### src/rtl/cgra_array_done_unit.sv
// cgra_array_done_unit
// Array-side completion detector. Counts executed context steps and finished
// program iterations while the control unit runs the array, and raises a
// sticky done on the configured iteration count or (optionally) when every
// selected PE has halted.
// Optional feature macro: CGRA_DONE_HALT_EN enables all-halt completion.
module cgra_array_done_unit #(
  parameter int PC_WIDTH   = 4,
  parameter int NUM_PE     = 16,
  parameter int ITER_WIDTH = 16
) (
  input  logic                  clk,
  input  logic                  rst_n,
  input  logic                  pe_enable_i,
  input  logic                  pe_reset_n_i,
  input  logic                  global_stall_i,
  input  logic [PC_WIDTH-1:0]   context_pc_i,
  input  logic [PC_WIDTH-1:0]   cfg_last_ctx_i,
  input  logic [ITER_WIDTH-1:0] cfg_iterations_i,
  input  logic [NUM_PE-1:0]     cfg_pe_mask_i,
  input  logic [NUM_PE-1:0]     pe_halt_i,
  output logic                  array_done_o,
  output logic [1:0]            done_cause_o,
  output logic [ITER_WIDTH-1:0] iter_count_o,
  output logic [31:0]           step_count_o
);

  typedef enum logic [1:0] {
    S_IDLE   = 2'd0,
    S_ACTIVE = 2'd1,
    S_DONE   = 2'd2
  } state_e;

  state_e                state_q, state_d;
  logic [PC_WIDTH-1:0]   last_q, last_d;
  logic [ITER_WIDTH-1:0] limit_q, limit_d;
  logic [ITER_WIDTH-1:0] iter_q, iter_d;
  logic [31:0]           step_q, step_d;
  logic [1:0]            cause_q, cause_d;
  logic                  done_q, done_d;

  logic                  step;
  logic                  entering;
  logic [PC_WIDTH-1:0]   last_sel;
  logic [ITER_WIDTH-1:0] limit_sel;
  logic [ITER_WIDTH-1:0] iter_base;
  logic [31:0]           step_base;
  logic                  iter_ev;
  logic                  iter_inc;
  logic [ITER_WIDTH-1:0] iter_next;
  logic [31:0]           step_next;
  logic                  iter_hit;
  logic                  halt_hit;

`ifdef CGRA_DONE_HALT_EN
  logic [NUM_PE-1:0]     mask_q, mask_d;
  logic [NUM_PE-1:0]     mask_sel;
`else
  // Halt inputs stay on the port list but feed nothing in this build.
  logic                  unused_halt;
  assign unused_halt = ^{pe_halt_i, cfg_pe_mask_i};
`endif

  // Step/iteration qualification and completion conditions. On the entry
  // cycle the live config is used, since it is being latched this very cycle.
  always_comb begin
    step      = pe_enable_i && pe_reset_n_i && !global_stall_i;
    entering  = (state_q == S_IDLE) && pe_enable_i && pe_reset_n_i;
    last_sel  = entering ? cfg_last_ctx_i : last_q;
    limit_sel = entering ? cfg_iterations_i : limit_q;
    iter_base = entering ? '0 : iter_q;
    step_base = entering ? '0 : step_q;
    iter_ev   = step && (context_pc_i == last_sel);
    // Iteration counter saturates: no increment once all-ones.
    iter_inc  = iter_ev && (iter_base != {ITER_WIDTH{1'b1}});
    iter_next = iter_base + {{(ITER_WIDTH-1){1'b0}}, iter_inc};
    step_next = step_base + {31'd0, step};
    iter_hit  = iter_inc && (limit_sel != '0) && (iter_next == limit_sel);
`ifdef CGRA_DONE_HALT_EN
    mask_sel  = entering ? cfg_pe_mask_i : mask_q;
    halt_hit  = (mask_sel != '0) && ((pe_halt_i & mask_sel) == mask_sel);
`else
    halt_hit  = 1'b0;
`endif
  end

  // Next-state and register-update logic; soft reset overrides everything.
  always_comb begin
    state_d = state_q;
    last_d  = last_q;
    limit_d = limit_q;
    iter_d  = iter_q;
    step_d  = step_q;
    cause_d = cause_q;
`ifdef CGRA_DONE_HALT_EN
    mask_d  = mask_q;
`endif
    unique case (state_q)
      S_IDLE: begin
        if (entering) begin
          last_d  = cfg_last_ctx_i;
          limit_d = cfg_iterations_i;
`ifdef CGRA_DONE_HALT_EN
          mask_d  = cfg_pe_mask_i;
`endif
          step_d  = step_next;
          iter_d  = iter_next;
          cause_d = 2'b00;
          if (iter_hit || halt_hit) begin
            state_d = S_DONE;
            cause_d = {halt_hit, iter_hit};
          end else begin
            state_d = S_ACTIVE;
          end
        end
      end
      S_ACTIVE: begin
        step_d = step_next;
        iter_d = iter_next;
        if (iter_hit || halt_hit) begin
          state_d = S_DONE;
          cause_d = {halt_hit, iter_hit};
        end
      end
      S_DONE: begin
        // Counters frozen; drain-cycle steps are ignored.
        if (!pe_enable_i) state_d = S_IDLE;
      end
      default: state_d = S_IDLE;
    endcase
    if (!pe_reset_n_i) begin
      state_d = S_IDLE;
      iter_d  = '0;
      step_d  = '0;
      cause_d = 2'b00;
    end
    done_d = (state_d == S_DONE);
  end

  // State and output registers.
  always_ff @(posedge clk) begin
    if (!rst_n) begin
      state_q <= S_IDLE;
      last_q  <= '0;
      limit_q <= '0;
      iter_q  <= '0;
      step_q  <= '0;
      cause_q <= 2'b00;
      done_q  <= 1'b0;
    end else begin
      state_q <= state_d;
      last_q  <= last_d;
      limit_q <= limit_d;
      iter_q  <= iter_d;
      step_q  <= step_d;
      cause_q <= cause_d;
      done_q  <= done_d;
    end
  end

`ifdef CGRA_DONE_HALT_EN
  // Latched halt mask.
  always_ff @(posedge clk) begin
    if (!rst_n) mask_q <= '0;
    else        mask_q <= mask_d;
  end
`endif

  assign array_done_o = done_q;
  assign done_cause_o = cause_q;
  assign iter_count_o = iter_q;
  assign step_count_o = step_q;

endmodule
### config.mk
export PLATFORM = sky130hd
export DESIGN_NAME = cgra_array_done_unit
export DESIGN_NICKNAME = d
export VERILOG_FILES = /design/src/rtl/cgra_array_done_unit.sv
export SDC_FILE = /design/constraint.sdc
export NUM_CORES = 1
export LEC_CHECK = 0
export ABC_CLOCK_PERIOD_IN_PS = 8200
export BUFFER_PORTS_ARGS = -buffer_cell sky130_fd_sc_hd__buf_2
export CORE_MARGIN = 8
export CORE_UTILIZATION = 57
export DETAILED_ROUTE_END_ITERATION = 12
export PLACE_DENSITY = 0.87
export SKIP_CTS_REPAIR_TIMING = 1
export SLEW_MARGIN = 10
export SYNTH_ARGS = -nofsm -noshare
export SYNTH_HDL_FRONTEND = slang
export SYNTH_SLANG_ARGS = --single-unit
### constraint.sdc
create_clock -name clk -period 8.2 [get_ports clk]
set_input_delay 1.23 -clock clk [delete_from_list [all_inputs] [get_ports clk]]
set_output_delay 1.23 -clock clk [all_outputs]
set_load 0.01 [all_outputs]
==> impl_results.md, run 1 <==
- Combinational share of power: ~9.0%
- Status: finished clean
- Mapped Cells: roughly 510
- Top delay family on crit path: simple AND/OR/NAND/NOR gates
- Largest stage delay, worst path: between 0.5 and 0.6 ns
- CP startpoint kind: primary input
- Pwr dens: roughly 150 nW/um2
- Clk_skew: about 0.0074 ns
- Max Root-Sink Buffers: 2
- Crit Path Class: primary input to flip-flop
- Post-synth EDFFs: 0
- Switching share of power: 28.7%
- Yosys warnings: 0
- Clock Power Share: between 30% and 40%
- Routed Antenna Nets: 0
- Max IR drop VDD: between 100 and 150 uV
- Root Buffer: clkbuf_8
- #FFs+latches synth: roughly 70
- Vias per cell: between 5 and 6
- Initial DRC Count: between 300 and 400
- Cell count along the critical path: 15
- Share of cells above drive strength 1: between 10% and 20%
- Part of the cycle the worst path needs: a little over 60%
- Hold_ws: between 0.4 and 0.5 ns
- CTS Sinks: 72
- Core footprint: around 6800 um2
- Internal cell power: slightly below 0.5 mW
- Final min period: about 5 ns
- Total of max-cap violations: 0
- CTS tree: yes
- Largest net degree at the start of global routing: 40
- First drt pass iteration count: 5
- Buffers on Ports: slightly below 80
- Starting Density: 59.0%
- Distinct cell type count after synthesis: 55
- Global Route Usage Sum: roughly 22%
- F_max: 0.197 GHz
- First-pass GRT wire length: between 15000 and 20000 um
- Crit end category: flip-flop
- Cell area after synthesis: 4030 um2
- Vias: just under 4000
- Final net count: about 630
- Seq/Total Area, Yosys: 35.8%
- FFs w/ async S/R, synth: 0%
- Slew headroom: a little under a third
- CP max FO: 32
- Syn Area/Cell: between 7 and 8 um2
- Primary FF master, synth: dfxtp_1
- Commonest non-fill, non-tap cell in the layout: buf_2
- Final hold vios: 0
- N_diodes: 0
- Critical path, cell by cell: buf_2, nand4bb_2, buf_4, nor3_1, o221ai_1, nor4_4, ha_1, ha_1, nand3_1, or4_1, nand3_1, nand3_1, a22oi_1, nand4_1, a31oi_1
- Data arrival, critical path: roughly 5.3 ns
- Total buffers and inverters traversed by the critical path: 2
- Hold Path Class: flip-flop to flip-flop
- Sw power: 0.199 mW
- Slowest library cell on the worst path: nand4bb_2
- Area delta synth->final: 14.0%
- Reg-to-reg setup timing slack: 3.61 ns
- GPL Wtd Cong: between 0.9 and 1
- Die H: around 100 um
- Final core utilization: 67.2%
- Flop pwr share: 52.0%
- Hold depth: 2
- Clk pin slew, worst setup/hold paths: approximately 0.08 ns
- R2R depth: 14
- Pins over their slew limit: 0
- WL/cell: roughly 16 um
- RSZ-0062 raised after global routing: no
- Most used cell, CP: nand3_1
- Clk_lat worst skew: ~0.35 ns
- Most frequent cells in the layout: buf_2, nand2_1, dfxtp_1
- Synth Net Count: about 570
- P_leak: roughly 1.8 nW
- Number of global-route vias before repair: 3799
- Final WL: roughly 11000 um
- TNS Setup: 0 ns
- H-Tree Depth: 3
- Cts bufs inserted: 9
- CP Data Required Time: roughly 8.5 ns
- Die area: ~10000 um2
- Cell Rows: 30
- DP Wirelength: 7960 um
- Final setup viols: 0
- # DRC: 0
- Die width: between 100 and 150 um
- Worst-margin pin slew: just over 1 ns
- Initial antenna violation count: 0
- Congestion Overflow GR: 0
- IO Pins: ~110
-- cell usage after synthesis, drive strengths merged (2+ instances only) --
| master | n | area (um2) |
|---|---|---|
| nor2 | 55 | 206 |
| or4 | 4 | 30.0 |
| mux2i | 3 | 42.5 |
| a22oi | 2 | 15.0 |
| clkbuf | 20 | 75.1 |
| nor4 | 10 | 83.8 |
| buf | 12 | 72.6 |
| nand3 | 21 | 110 |
| nand2b | 3 | 18.8 |
| nor3 | 17 | 90.1 |
| and4 | 11 | 96.3 |
| a31oi | 2 | 12.5 |
| and3 | 10 | 67.6 |
| nand2 | 74 | 278 |
| nand4 | 27 | 169 |
| inv | 3 | 11.3 |
| o21ai | 18 | 90.1 |
| or3 | 9 | 56.3 |
| xor2 | 30 | 263 |
| and2 | 5 | 31.3 |
| o21a | 2 | 15.0 |
| dfxtp | 72 | 1440 |
| ha | 5 | 62.6 |
| o211ai | 3 | 22.5 |
| a21boi | 17 | 128 |
| xnor2 | 20 | 175 |
| nor2b | 7 | 43.8 |
| a21oi | 27 | 135 |
| a21o | 3 | 22.5 |
-- sequential cells by signal (all words and copies together), names as in the netlist --
register	flops
array_done_o	1
done_cause_o	1
iter_count_o	16
last_q	4
limit_q	16
state_q	2
step_count_o	32
-- worst reg2reg max path, delay by kind of cell (launching register included) --
family	cells	cell delay, ns
simple gates	8	2.25
buf+inv	1	0.47
fa+ha+maj	2	0.65
compound gates	3	0.72
flops	1	0.41
-- layout make-up --
type	count	area [um2]
multi-input cells	401	2430
fillers	612	2240
flip-flops and latches	72	1440
repair buffers	79	398
clock buffers	9	124
well taps	96	120
clock inverters	7	65.1
inverters	3	11.3
-- power by group through the flow --
stage	Sequential (mW)	Clock, mW	Combinational [mW]
finish	0.360	0.270	0.0620
global route	0.360	0.288	0.0686
CTS	0.360	0.275	0.0617
detailed placement	0.368	0	0.0614
global placement	0.368	0	0.0596
floorplan	0.366	0	0.0439
-- through the flow --
stage | worst slack [ns] | total power, mW | cell area, um2 | instances
final | 3.13 | 0.692 | 4590 | 667
after global routing | 2.87 | 0.717 | 4590 | 667
after CTS | 3.26 | 0.697 | 4590 | 667
after detailed placement | 2.92 | 0.429 | 4400 | 651
after global placement | 3.05 | 0.427 | 4400 | 651
after floorplan | 3.92 | 0.410 | 4030 | 508
-- per-layer routing --
metal,wire (um),vias to the layer above,GRT usage (%)
met3,793,27,5.33
li1,-,1911,-
met1,4710,1853,27.6
met5,0,-,0
met4,252,0,9.42
met2,5110,162,35.4
-- path summary, 6_finish.rpt --
path                                 startpoint         endpoint
worst max register to register       state_q[1]  done_cause_o[0]
worst min register to register  step_count_o[0]  step_count_o[0]
worst max-delay path               pe_reset_n_i  done_cause_o[0]
worst min-delay path            step_count_o[0]  step_count_o[0]
-- logic make-up after synthesis --
group	count (synthesis)	share of synthesized area, %
compound gates	83	13.1
fa+ha+maj	5	1.55
buf+inv	35	3.95
simple gates	258	33.1
xor+xnor	51	11.4
flops	72	35.8
mux	3	1.06
other cells	1	0.0931
Note: power is estimated with default switching activity, not from simulation.
==> run 2, diff against run 1 <==
ABC_CLOCK_PERIOD_IN_PS = 4200   (was 8200)
CORE_UTILIZATION = 48   (was 57)
PLACE_DENSITY = 0.78   (was 0.87)
clock period = 4.2 ns   (was 8.2 ns; I/O delays follow)
==> run 2 against run 1 <==
Combinational power increased by 100%. Critical path type is now flip-flop to flip-flop. Critical endpoint unchanged. Largest cell class unchanged. Die area up 16%. Worst hold slack worse by 0.0018 ns.
==> impl_results.md, run 2 (synthesis results as in run 1) <==
- Final hold vios: 0 (unchanged)
- Reg-to-Reg End: done_cause_o[0]
- First drt pass iteration count: 5 (unchanged)
- H-Tree Depth: 3 (unchanged)
- F_max: 0.258 GHz
- M1 WL: 4870 um (+3.4%)
- CP startpoint kind: flip-flop
- RSZ-0062 raised after global routing: no
- N_diodes: 0 (unchanged)
- IO Pins: 112 (unchanged)
- Hold Path Class: flip-flop to flip-flop
- Die width: 108 um (+7.5%)
- Worst r2r src: state_q[1]
- Wire length on met2: 5180 um (+1.4%)
- Combinational share of power: 8.5% (-0.5 points)
- Inst Count DP: 667 (+2.5%)
- Data arrival, critical path: 4.13 ns (-1.19 ns)
- Hold_ws: 0.479 ns (-0.00178 ns)
- Clock Power Share: 43.4% (+4.4 points)
- # fillers: 762 (+25%)
- CP Capture Point: done_cause_o[0]
- P_leak: 1.82 nW (+3.6%)
- First-pass GRT wire length: 18300 um (+0.96%)
- Status: finished clean
- Cell Rows: 33 (+10%)
- Share of cells above drive strength 1: 19.9% (+1.2 points)
- Pwr dens: 311 nW/um2 (+110%)
- Switching share of power: 26.0% (-2.7 points)
- Layout Cells excl Fill: 683 (+2.4%)
- Worst-margin pin slew: 1.02 ns (-0.00958 ns)
- Internal cell power: 1.08 mW (+120%)
- TNS Setup: 0 ns (unchanged)
- CP Data Required Time: 4.45 ns (-4.00 ns)
- Max FFs per register: 32 (unchanged)
- Crit end category: flip-flop
- Number of global-route vias before repair: 3798 (-0.026%)
- Sw power: 0.380 mW (+91%)
- Most frequent cells in the layout: buf_2, nand2_1, dfxtp_1
- Clk_skew: 0.0118 ns (+0.00437 ns)
- Buffers on Ports: 78 (unchanged)
- Pre-CTS setup slack: 0.0772 ns (-2.84 ns)
- Crit path from: state_q[1]
- Root Buffer: clkbuf_8
- Total of max-cap violations: 0 (unchanged)
- Largest net degree at the start of global routing: 34 (-15%)
- Flop pwr share: 48.1% (-3.9 points)
- Clk_lat worst skew: 0.36 ns (about the same)
- Die H: 108 um (+7.5%)
- Congestion Overflow GR: 0 (unchanged)
- CTS Sinks: 72 (unchanged)
- DP Wirelength: 8160 um (+2.5%)
- Area delta synth->final: 16.6%
- Routed Antenna Nets: 0 (unchanged)
- Die area: 11600 um2 (+16%)
- Final WL: 11100 um (+2.4%)
- Vias per cell: 5.86 (-1.2%)
- Top sig layer: met4
- Max IR drop VDD: 169 uV (+39%)
- GPL Wtd Cong: 0.970 (+6.0%)
- Global Route Usage Sum: 19.5% (-2.6 points)
- Clk pin slew, worst setup/hold paths: 0.08 ns (about the same)
- Part of the cycle the worst path needs: 92.2%
- Crit Path Class: flip-flop to flip-flop
- Initial antenna violation count: 0 (unchanged)
- Max Root-Sink Buffers: 2 (unchanged)
- CTS tree: yes
- Pins over their slew limit: 0 (unchanged)
- CP max FO: 11 (-66%)
- Final WS setup: 0.329 ns (-2.80 ns)
- Cts bufs inserted: 9 (unchanged)
- Reg-to-reg setup timing slack: 0.33 ns (-3.28 ns)
- Total Power: 1.46 mW (+110%)
- # DRC: 0 (unchanged)
- R2R depth: 13 (-1)
- Vias: 4001 (+1.2%)
- DR WL met3: 852 um (+7.4%)
- Starting Density: 49.3% (-9.7 points)
- Initial DRC Count: 200 (-48%)
- Slew headroom: 31.6% (+0.64 points)
- Core footprint: 8180 um2 (+20%)
- Final net count: 639 (+1.1%)
- Commonest non-fill, non-tap cell in the layout: buf_2
- WL/cell: 16.3 um (about the same)
- Final min period: 3.87 ns
- Final setup viols: 0 (unchanged)
[run 2: changes by cell type in the layout (fill, tap and decap cells not counted), sizes merged]
cell / before / now
clkinvlp: 3 / 0
buf: 79 / 86
bufinv: 0 / 2
clkinv: 1 / 3
inv: 6 / 5
[run 2: power groups by stage]
stage	combinational [mW]	sequential, mW	clock (mW)
after floorplan	0.0858	0.714	0
after global placement	0.120	0.718	0
after detailed placement	0.123	0.718	0
after CTS	0.123	0.702	0.643
after global routing	0.138	0.704	0.675
final	0.124	0.703	0.635
[run 2: metal layers]
metal | global-route usage, % | vias to the layer above
met4 | 7.83 | 0
met3 | 4.91 | 24
met1 | 24.2 | 1875
met2 | 31.4 | 176
met5 | 0 | -
li1 | - | 1926
[run 2: how the worst min path moves through the flow]
stage                     startpoint         to  slack, ns  depth (start not counted)
after floorplan            last_q[3]  last_q[3]       0.46                          2
after global placement     last_q[3]  last_q[3]       0.47                          2
after detailed placement   last_q[3]  last_q[3]       0.47                          2
after CTS                  last_q[3]  last_q[3]       0.48                          2
after global routing       last_q[3]  last_q[3]       0.53                          2
final                      last_q[3]  last_q[3]       0.48                          2
[run 2: stage by stage]
stage / area [um2] / util, %
detailed placement: 4470 / 54.6
finish: 4700 / 57.4
global placement: 4470 / 54.6
CTS: 4690 / 57.4
floorplan: 4030 / -
global route: 4700 / 57.4
[run 2: final cells by class]
type,count,area (um2),area share (%)
multi-input cells,401,2430,51.9
inverters,3,11.3,0.240
well taps,105,131,2.80
repair buffers,86,450,9.59
flip-flops and latches,72,1440,30.7
clock inverters,7,103,2.18
clock buffers,9,124,2.64
[run 2: worst max-delay path, stage by stage, from the launching register on]
cell	delay, ns
dfxtp_1	0.42
and4bb_4	0.47
mux2i_1	0.27
xnor2_1	0.13
nor4_4	0.31
ha_2	0.29
ha_1	0.30
or3_1	0.38
a21oi_1	0.13
nor3_1	0.06
a2111oi_0	0.37
o2111a_2	0.29
nand4_1	0.11
a31oi_1	0.24
